### src/rtl/tankb_sfx_pkg.sv
// Shared types, default parameters and sample helpers for the Tank Battalion
// sample-playback sound engine.
package tankb_sfx_pkg;

    typedef enum logic [1:0] {
        IDLE       = 2'd0,
        FETCH_EXP  = 2'd1,
        FETCH_FIRE = 2'd2,
        MIX        = 2'd3
    } fetch_state_t;

    typedef logic signed [15:0] sample_t;

    localparam int          DEF_CLK_DIV   = 1632;
    localparam int          DEF_EXP_LEN   = 52095;
    localparam int          DEF_FIRE_LEN  = 21791;
    localparam logic [16:0] DEF_EXP_BASE  = 17'h00000;
    localparam logic [16:0] DEF_FIRE_BASE = 17'h0CB80;

    // Offset-binary byte (0x80 = silence) to a full-scale signed sample;
    // the byte lands in the upper half so 0xFF maps to 32512 and 0x00 to -32768.
    function automatic sample_t byte_to_sample(input logic [7:0] b);
        return sample_t'({b ^ 8'h80, 8'h00});
    endfunction

    // Two-voice sum in 17 bits, clamped to the signed 16-bit range.
    function automatic sample_t sat_add(input sample_t a, input sample_t b);
        logic [16:0] s;
        s = {a[15], a} + {b[15], b};
        if (s[16] != s[15]) begin
            return s[16] ? sample_t'(16'h8000) : sample_t'(16'h7FFF);
        end
        return sample_t'(s[15:0]);
    endfunction

endpackage

### src/rtl/tankb_sfx_voice.sv
// One sample-playback voice: trigger edge detect, play position, end-of-sample
// detect and the most recently fetched sample.
module tankb_sfx_voice
    import tankb_sfx_pkg::*;
#(
    parameter int LEN = DEF_EXP_LEN
) (
    input  logic        clk,
    input  logic        rst,
    input  logic        trig,
    input  logic        busy,
    input  logic        ack,
    input  logic [7:0]  data,
    output logic        active,
    output logic [16:0] pos,
    output sample_t     level
);

    localparam logic [16:0] LEN_END = 17'(LEN);

    logic        trig_r;
    logic        trig_prev;
    logic        rise;
    logic        discard;
    logic [16:0] pos_inc;
    sample_t     sample;

    assign rise    = trig_r & ~trig_prev;
    assign pos_inc = pos + 17'd1;
    assign level   = active ? sample : sample_t'(16'h0000);

    // Register the latch level and keep one cycle of history for edge detection.
    always_ff @(posedge clk or posedge rst) begin
        if (rst) begin
            trig_r    <= 1'b0;
            trig_prev <= 1'b0;
        end else begin
            trig_r    <= trig;
            trig_prev <= trig_r;
        end
    end

    // A rising edge (re)starts playback; an in-flight fetch is then marked for discard.
    always_ff @(posedge clk or posedge rst) begin
        if (rst) begin
            active  <= 1'b0;
            pos     <= '0;
            sample  <= '0;
            discard <= 1'b0;
        end else if (rise) begin
            active  <= 1'b1;
            pos     <= '0;
            sample  <= '0;
            discard <= busy & ~ack;
        end else if (ack) begin
            if (discard) begin
                discard <= 1'b0;
            end else begin
                sample <= byte_to_sample(data);
                pos    <= pos_inc;
                if (pos_inc == LEN_END) begin
                    active <= 1'b0;
                end
            end
        end
    end

endmodule

### src/rtl/tankb_sfx_engine.sv
// Tank Battalion explosion/fire sample engine: a tick divider paces a fetch FSM
// that reads one byte per active voice from sample memory and mixes them.
// Optional macro TANKB_SFX_LPF_EN adds a one-pole low-pass on the mixed output.
module tankb_sfx_engine
    import tankb_sfx_pkg::*;
#(
    parameter int          CLK_DIV   = DEF_CLK_DIV,
    parameter int          EXP_LEN   = DEF_EXP_LEN,
    parameter int          FIRE_LEN  = DEF_FIRE_LEN,
    parameter logic [16:0] EXP_BASE  = DEF_EXP_BASE,
    parameter logic [16:0] FIRE_BASE = DEF_FIRE_BASE
) (
    input  logic        CLK_18M,
    input  logic        RESET,
    input  logic        explode_trig,
    input  logic        fire_trig,
    output logic        rom_req,
    output logic [16:0] rom_addr,
    input  logic        rom_ack,
    input  logic [7:0]  rom_data,
    output sample_t     audio_out,
    output logic        overrun
);

    localparam int CW = (CLK_DIV > 1) ? $clog2(CLK_DIV) : 1;

    fetch_state_t  state;
    fetch_state_t  state_n;
    logic          req_n;
    logic [16:0]   addr_n;
    logic [CW-1:0] tick_cnt;
    logic          tick;

    logic          exp_active;
    logic          fire_active;
    logic [16:0]   exp_pos;
    logic [16:0]   fire_pos;
    sample_t       exp_level;
    sample_t       fire_level;
    logic          exp_busy;
    logic          fire_busy;
    sample_t       mix_sum;

    assign tick      = (tick_cnt == CW'(CLK_DIV - 1));
    assign exp_busy  = (state == FETCH_EXP) && rom_req;
    assign fire_busy = (state == FETCH_FIRE) && rom_req;
    assign mix_sum   = sat_add(exp_level, fire_level);

    tankb_sfx_voice #(.LEN(EXP_LEN)) u_exp (
        .clk    (CLK_18M),
        .rst    (RESET),
        .trig   (explode_trig),
        .busy   (exp_busy),
        .ack    (exp_busy & rom_ack),
        .data   (rom_data),
        .active (exp_active),
        .pos    (exp_pos),
        .level  (exp_level)
    );

    tankb_sfx_voice #(.LEN(FIRE_LEN)) u_fire (
        .clk    (CLK_18M),
        .rst    (RESET),
        .trig   (fire_trig),
        .busy   (fire_busy),
        .ack    (fire_busy & rom_ack),
        .data   (rom_data),
        .active (fire_active),
        .pos    (fire_pos),
        .level  (fire_level)
    );

    // Sample-rate divider: free-running count with a one-cycle tick at wrap.
    always_ff @(posedge CLK_18M or posedge RESET) begin
        if (RESET) begin
            tick_cnt <= '0;
        end else if (tick) begin
            tick_cnt <= '0;
        end else begin
            tick_cnt <= tick_cnt + CW'(1);
        end
    end

    // FSM state and registered memory request, so address stays put during a handshake.
    always_ff @(posedge CLK_18M or posedge RESET) begin
        if (RESET) begin
            state    <= IDLE;
            rom_req  <= 1'b0;
            rom_addr <= '0;
        end else begin
            state    <= state_n;
            rom_req  <= req_n;
            rom_addr <= addr_n;
        end
    end

    // Fetch sequencing: each FETCH state issues one request for an active voice, then moves on.
    always_comb begin
        state_n = state;
        req_n   = rom_req;
        addr_n  = rom_addr;
        case (state)
            IDLE: begin
                if (tick) begin
                    state_n = FETCH_EXP;
                end
            end
            FETCH_EXP: begin
                if (rom_req) begin
                    if (rom_ack) begin
                        req_n   = 1'b0;
                        state_n = FETCH_FIRE;
                    end
                end else if (exp_active) begin
                    req_n  = 1'b1;
                    addr_n = EXP_BASE + exp_pos;
                end else begin
                    state_n = FETCH_FIRE;
                end
            end
            FETCH_FIRE: begin
                if (rom_req) begin
                    if (rom_ack) begin
                        req_n   = 1'b0;
                        state_n = MIX;
                    end
                end else if (fire_active) begin
                    req_n  = 1'b1;
                    addr_n = FIRE_BASE + fire_pos;
                end else begin
                    state_n = MIX;
                end
            end
            MIX: begin
                state_n = IDLE;
            end
            default: begin
                state_n = IDLE;
            end
        endcase
    end

    // Sticky flag for ticks that arrive while a previous sample is still in progress.
    always_ff @(posedge CLK_18M or posedge RESET) begin
        if (RESET) begin
            overrun <= 1'b0;
        end else if (tick && (state != IDLE)) begin
            overrun <= 1'b1;
        end
    end

`ifdef TANKB_SFX_LPF_EN
    sample_t           lpf_y;
    logic signed [16:0] lpf_y_ext;
    logic signed [16:0] lpf_diff;
    logic signed [16:0] lpf_step;
    logic signed [16:0] lpf_next;

    assign lpf_y_ext = {lpf_y[15], lpf_y};
    assign lpf_diff  = {mix_sum[15], mix_sum} - lpf_y_ext;
    assign lpf_step  = lpf_diff >>> 2;
    assign lpf_next  = lpf_y_ext + lpf_step;
    assign audio_out = lpf_y;

    // Low-pass state moves a quarter of the way toward the new mix each sample.
    always_ff @(posedge CLK_18M or posedge RESET) begin
        if (RESET) begin
            lpf_y <= '0;
        end else if (state == MIX) begin
            lpf_y <= sample_t'(lpf_next[15:0]);
        end
    end
`else
    // Output register loads the saturated mix once per sample.
    always_ff @(posedge CLK_18M or posedge RESET) begin
        if (RESET) begin
            audio_out <= '0;
        end else if (state == MIX) begin
            audio_out <= mix_sum;
        end
    end
`endif

endmodule
### config.mk
export PLATFORM = sky130hd
export DESIGN_NAME = tankb_sfx_engine
export DESIGN_NICKNAME = d
export VERILOG_FILES = /design/src/rtl/tankb_sfx_pkg.sv /design/src/rtl/tankb_sfx_voice.sv /design/src/rtl/tankb_sfx_engine.sv
export SDC_FILE = /design/constraint.sdc
export NUM_CORES = 1
export LEC_CHECK = 0
export ABC_CLOCK_PERIOD_IN_PS = 4300
export BUFFER_PORTS_ARGS = -buffer_cell sky130_fd_sc_hd__buf_4
export CORE_MARGIN = 4
export CORE_UTILIZATION = 39
export CTS_CLUSTER_SIZE = 8
export DETAILED_ROUTE_END_ITERATION = 12
export PLACE_DENSITY = 0.64
export SLEW_MARGIN = 20
export SYNTH_ARGS = -nofsm -noshare
export SYNTH_HDL_FRONTEND = slang
export SYNTH_SLANG_ARGS = --single-unit
### constraint.sdc
create_clock -name CLK_18M -period 4.3 [get_ports CLK_18M]
set_input_delay 0.645 -clock CLK_18M [delete_from_list [all_inputs] [get_ports CLK_18M]]
set_output_delay 0.645 -clock CLK_18M [all_outputs]
set_load 0.02 [all_outputs]
==> results.sh <==
export IMPL_ctsHtreeMaxLevel=3
export IMPL_critical_path_required_ps=4560
export IMPL_grt_usage=0.157
export IMPL_maxCapViolCount=0
export IMPL_cts_tree="yes"
export IMPL_r2r_end="audio_out[8]"
export IMPL_ant_nets=0
export IMPL_r2r_start="u_exp.active"
export IMPL_yosys_warnings=0
export IMPL_path_common_cell="ha_1"
export IMPL_rsz0062_at_grt="no"
export IMPL_crit_fanout=11
export IMPL_start_kind="register"
export IMPL_netlist_area_um2=5720
export IMPL_nets=677
export IMPL_placed_cell_area_um2=6060
export IMPL_ir_drop_v=0.000312
export IMPL_grt_max_degree=79
export IMPL_whs_endpoint="u_exp.trig_prev"
export IMPL_dp_hpwl_um=8870
export IMPL_final_setup_tns_ps=0
export IMPL_holdPathStages=0
export IMPL_port_buffers=47
export IMPL_synth_area_top_cells="dfrtp_1 (43%), nand2_1 (5.5%), xor2_1 (4.7%)"
export IMPL_dieWidth_um=129
export IMPL_cts_sinks=99
export IMPL_cts_root_buffer="clkbuf_16"
export IMPL_synth_edf_count=0
export IMPL_cts_setup_buffers=0
export IMPL_status="finished, final reports clean"
export IMPL_grt_ovfl_total=0
export IMPL_ios=48
export IMPL_fin_ws_ps=1340
export IMPL_final_cells=832
export IMPL_grt_pass1_wl_um=21300
export IMPL_seq_area_frac_synth=0.433
export IMPL_pre_cts_slack_ps=1330
export IMPL_drt_first_pass_iters=4
export IMPL_insertion_delay_ps=350
export IMPL_gp_congestion=0.829
export IMPL_whs_ps=376
export IMPL_max_freq_mhz=338
export IMPL_clock_skew_ps=7.77
export IMPL_fp_dieArea_um2=16700
export IMPL_num_vias=4325
export IMPL_core_um2=14500
export IMPL_r2r_cells=11
export IMPL_p_leak_nw=2.85
export IMPL_area_growth_synth_to_final_pct=10.8
export IMPL_yosysTopAreaCell="dfrtp_1"
export IMPL_syn_nets=664
export IMPL_finalCritPeriodShare=0.689
export IMPL_insertedDiodeCount=0
export IMPL_viasPerCell=5.20
export IMPL_n_fill_cell=1406
export IMPL_r2r_slack_ps=1340
export IMPL_ctsHoldBuffers=0
export IMPL_hold_violations=0
export IMPL_first_global_vias=4332
export IMPL_min_delay_start="u_exp.trig_r"
export IMPL_drt_total_wl_um=12300
export IMPL_synth_seq_cells=99
export IMPL_fp_row_count=44
export IMPL_max_stage_delay_ps=490
export IMPL_endpoint_kind="register"
export IMPL_drc=0
export IMPL_wl_per_cell_um=14.7
export IMPL_clk_transition_reported_paths_ps=70
export IMPL_slew_violations=0
export IMPL_crit_chain="and2_1 -> ha_1 -> inv_1 -> fa_1 -> nor2b_1 -> o21a_1 -> o21ai_0 -> a21oi_1 -> ha_1 -> nand2b_1 -> a31oi_1"
export IMPL_final_cell_area_um2=6340
export IMPL_antenna_found_initial=0
export IMPL_crit_buf_inv=1
export IMPL_setup_viol=0
export IMPL_ctsResizeCount=0
export IMPL_numCtsBuffers=9
export IMPL_fin_crit_ps=2960
export IMPL_critPathTopFamily="adder cells"
export IMPL_synth_ff_type="dfrtp_1"
export IMPL_dieHeight_um=129
export IMPL_drt_iter0_markers=286
export IMPL_drive_gt1_frac=0.140
export IMPL_hold_path_class="reg -> reg"
export IMPL_clockBufferDepth=2
export IMPL_synth_distinct_cells=58
export IMPL_start_util=0.395
export IMPL_dpl_cell_count=816
export IMPL_power_density_nw_per_um2=491
export IMPL_yosysTopAreaCellShare=0.433
export IMPL_cp_slowest_cell="dfrtp_1"
export IMPL_max_slew_margin=0.367
export IMPL_arrival_ps=3230
export IMPL_syn_inst=630
export IMPL_synth_async_reset_ratio=1.00
export IMPL_worstMarginPinSlew_ps=949
export IMPL_worst_setup_path_type="reg -> reg"
export IMPL_avgSynthCellArea_um2=9.08
==> flip-flops by register name, indices dropped and copies added, names as in the netlist, 2 cells and up <==
| signal | cells |
|---|---|
| tick_cnt | 11 |
| u_exp.pos | 17 |
| u_exp.sample | 8 |
| audio_out | 9 |
| state | 2 |
| rom_addr | 17 |
| u_fire.sample | 8 |
| u_fire.pos | 17 |
==> area by class of cell <==
type,instances,area [µm²],share of cell area
Inverter,16,62.6,0.00987
Sequential cell,99,2480,0.391
Timing Repair Buffer,53,398,0.0627
Clock buffer,10,239,0.0377
Clock inverter,6,40.0,0.00631
Tap cell,184,230,0.0363
Multi-Input combinational cell,464,2890,0.456
==> layer usage <==
metal | track usage | up-vias | part of all wire
met5 | 0 | - | 0
met4 | 0.0414 | 0 | 0.010
met3 | 0.0375 | 11 | 0.047
met2 | 0.259 | 93 | 0.48
met1 | 0.207 | 2071 | 0.46
li1 | - | 2150 | -
==> cell usage after synthesis (4+ instances only) <==
master / instances
xor2_1: 31
mux2i_1: 14
dfrtp_1: 99
buf_4: 16
o21ai_0: 38
clkbuf_1: 18
and2_1: 15
nand3b_1: 4
a21oi_1: 43
inv_1: 15
buf_6: 4
buf_2: 11
nand3_1: 30
ha_1: 20
nor4_1: 7
nand4_1: 9
nor2b_1: 7
a31oi_1: 9
nor2_1: 61
and3_1: 5
nand2b_1: 9
nand2_1: 84
or3_1: 5
nor3_1: 8
a211oi_1: 5
xnor2_1: 20
==> cell families (layout without fill, tap and decap cells) <==
logic type / after synthesis / in the layout / synth area share
fa+ha+maj: 21 / 21 / 0.0472
compound gates: 109 / 109 / 0.107
flops: 99 / 99 / 0.433
xor+xnor: 51 / 51 / 0.0781
buf+inv: 67 / 85 / 0.0621
mux: 16 / 16 / 0.0284
simple gates: 267 / 267 / 0.244
==> stage by stage <==
| step | power (W) | util |
|---|---|---|
| floorplan | 0.00205 | - |
| global placement | 0.00234 | 0.419 |
| detailed placement | 0.00238 | 0.419 |
| CTS | 0.00316 | 0.438 |
| global route | 0.00334 | 0.438 |
| finish | 0.00311 | 0.438 |
==> worst max-delay path by stage <==
stage	start	cells after the start	slack, ps	endpoint
2_1_floorplan	RESET	1	1060	audio_out[10]
4_1_cts	u_exp.active	11	1310	audio_out[11]
6_report	u_exp.active	11	1340	audio_out[8]
5_1_grt	u_exp.active	11	1050	audio_out[13]
3_5_place_dp	u_exp.active	11	1330	audio_out[11]
3_3_place_gp	u_fire.active	11	1490	audio_out[8]
==> report_power, final <==
part           switching [W]  internal, W  total, W
clock network       0.000354     0.000408  0.000762
registers           0.000124      0.00108   0.00120
logic               0.000705     0.000443   0.00115
total                0.00118      0.00193   0.00311
==> layout by cell type (no fill, tap or decap), drive strengths merged, types with 3 or more instances in the layout <==
cell    count
inv        17
nand3      32
ha         20
nor3b       3
and3        5
nand4      11
xor2       31
buf        53
xnor2      20
clkinv      4
and2       15
nand3b      6
clkbuf     10
nor2       62
nor2b       7
nor3       11
nand2b      9
or3         5
a21oi      43
a211oi      5
mux2i      14
nand2      86
nor4        9
o21ai      39
dfrtp      99
a31oi       9
Note: power is estimated with default switching activity, not from simulation.
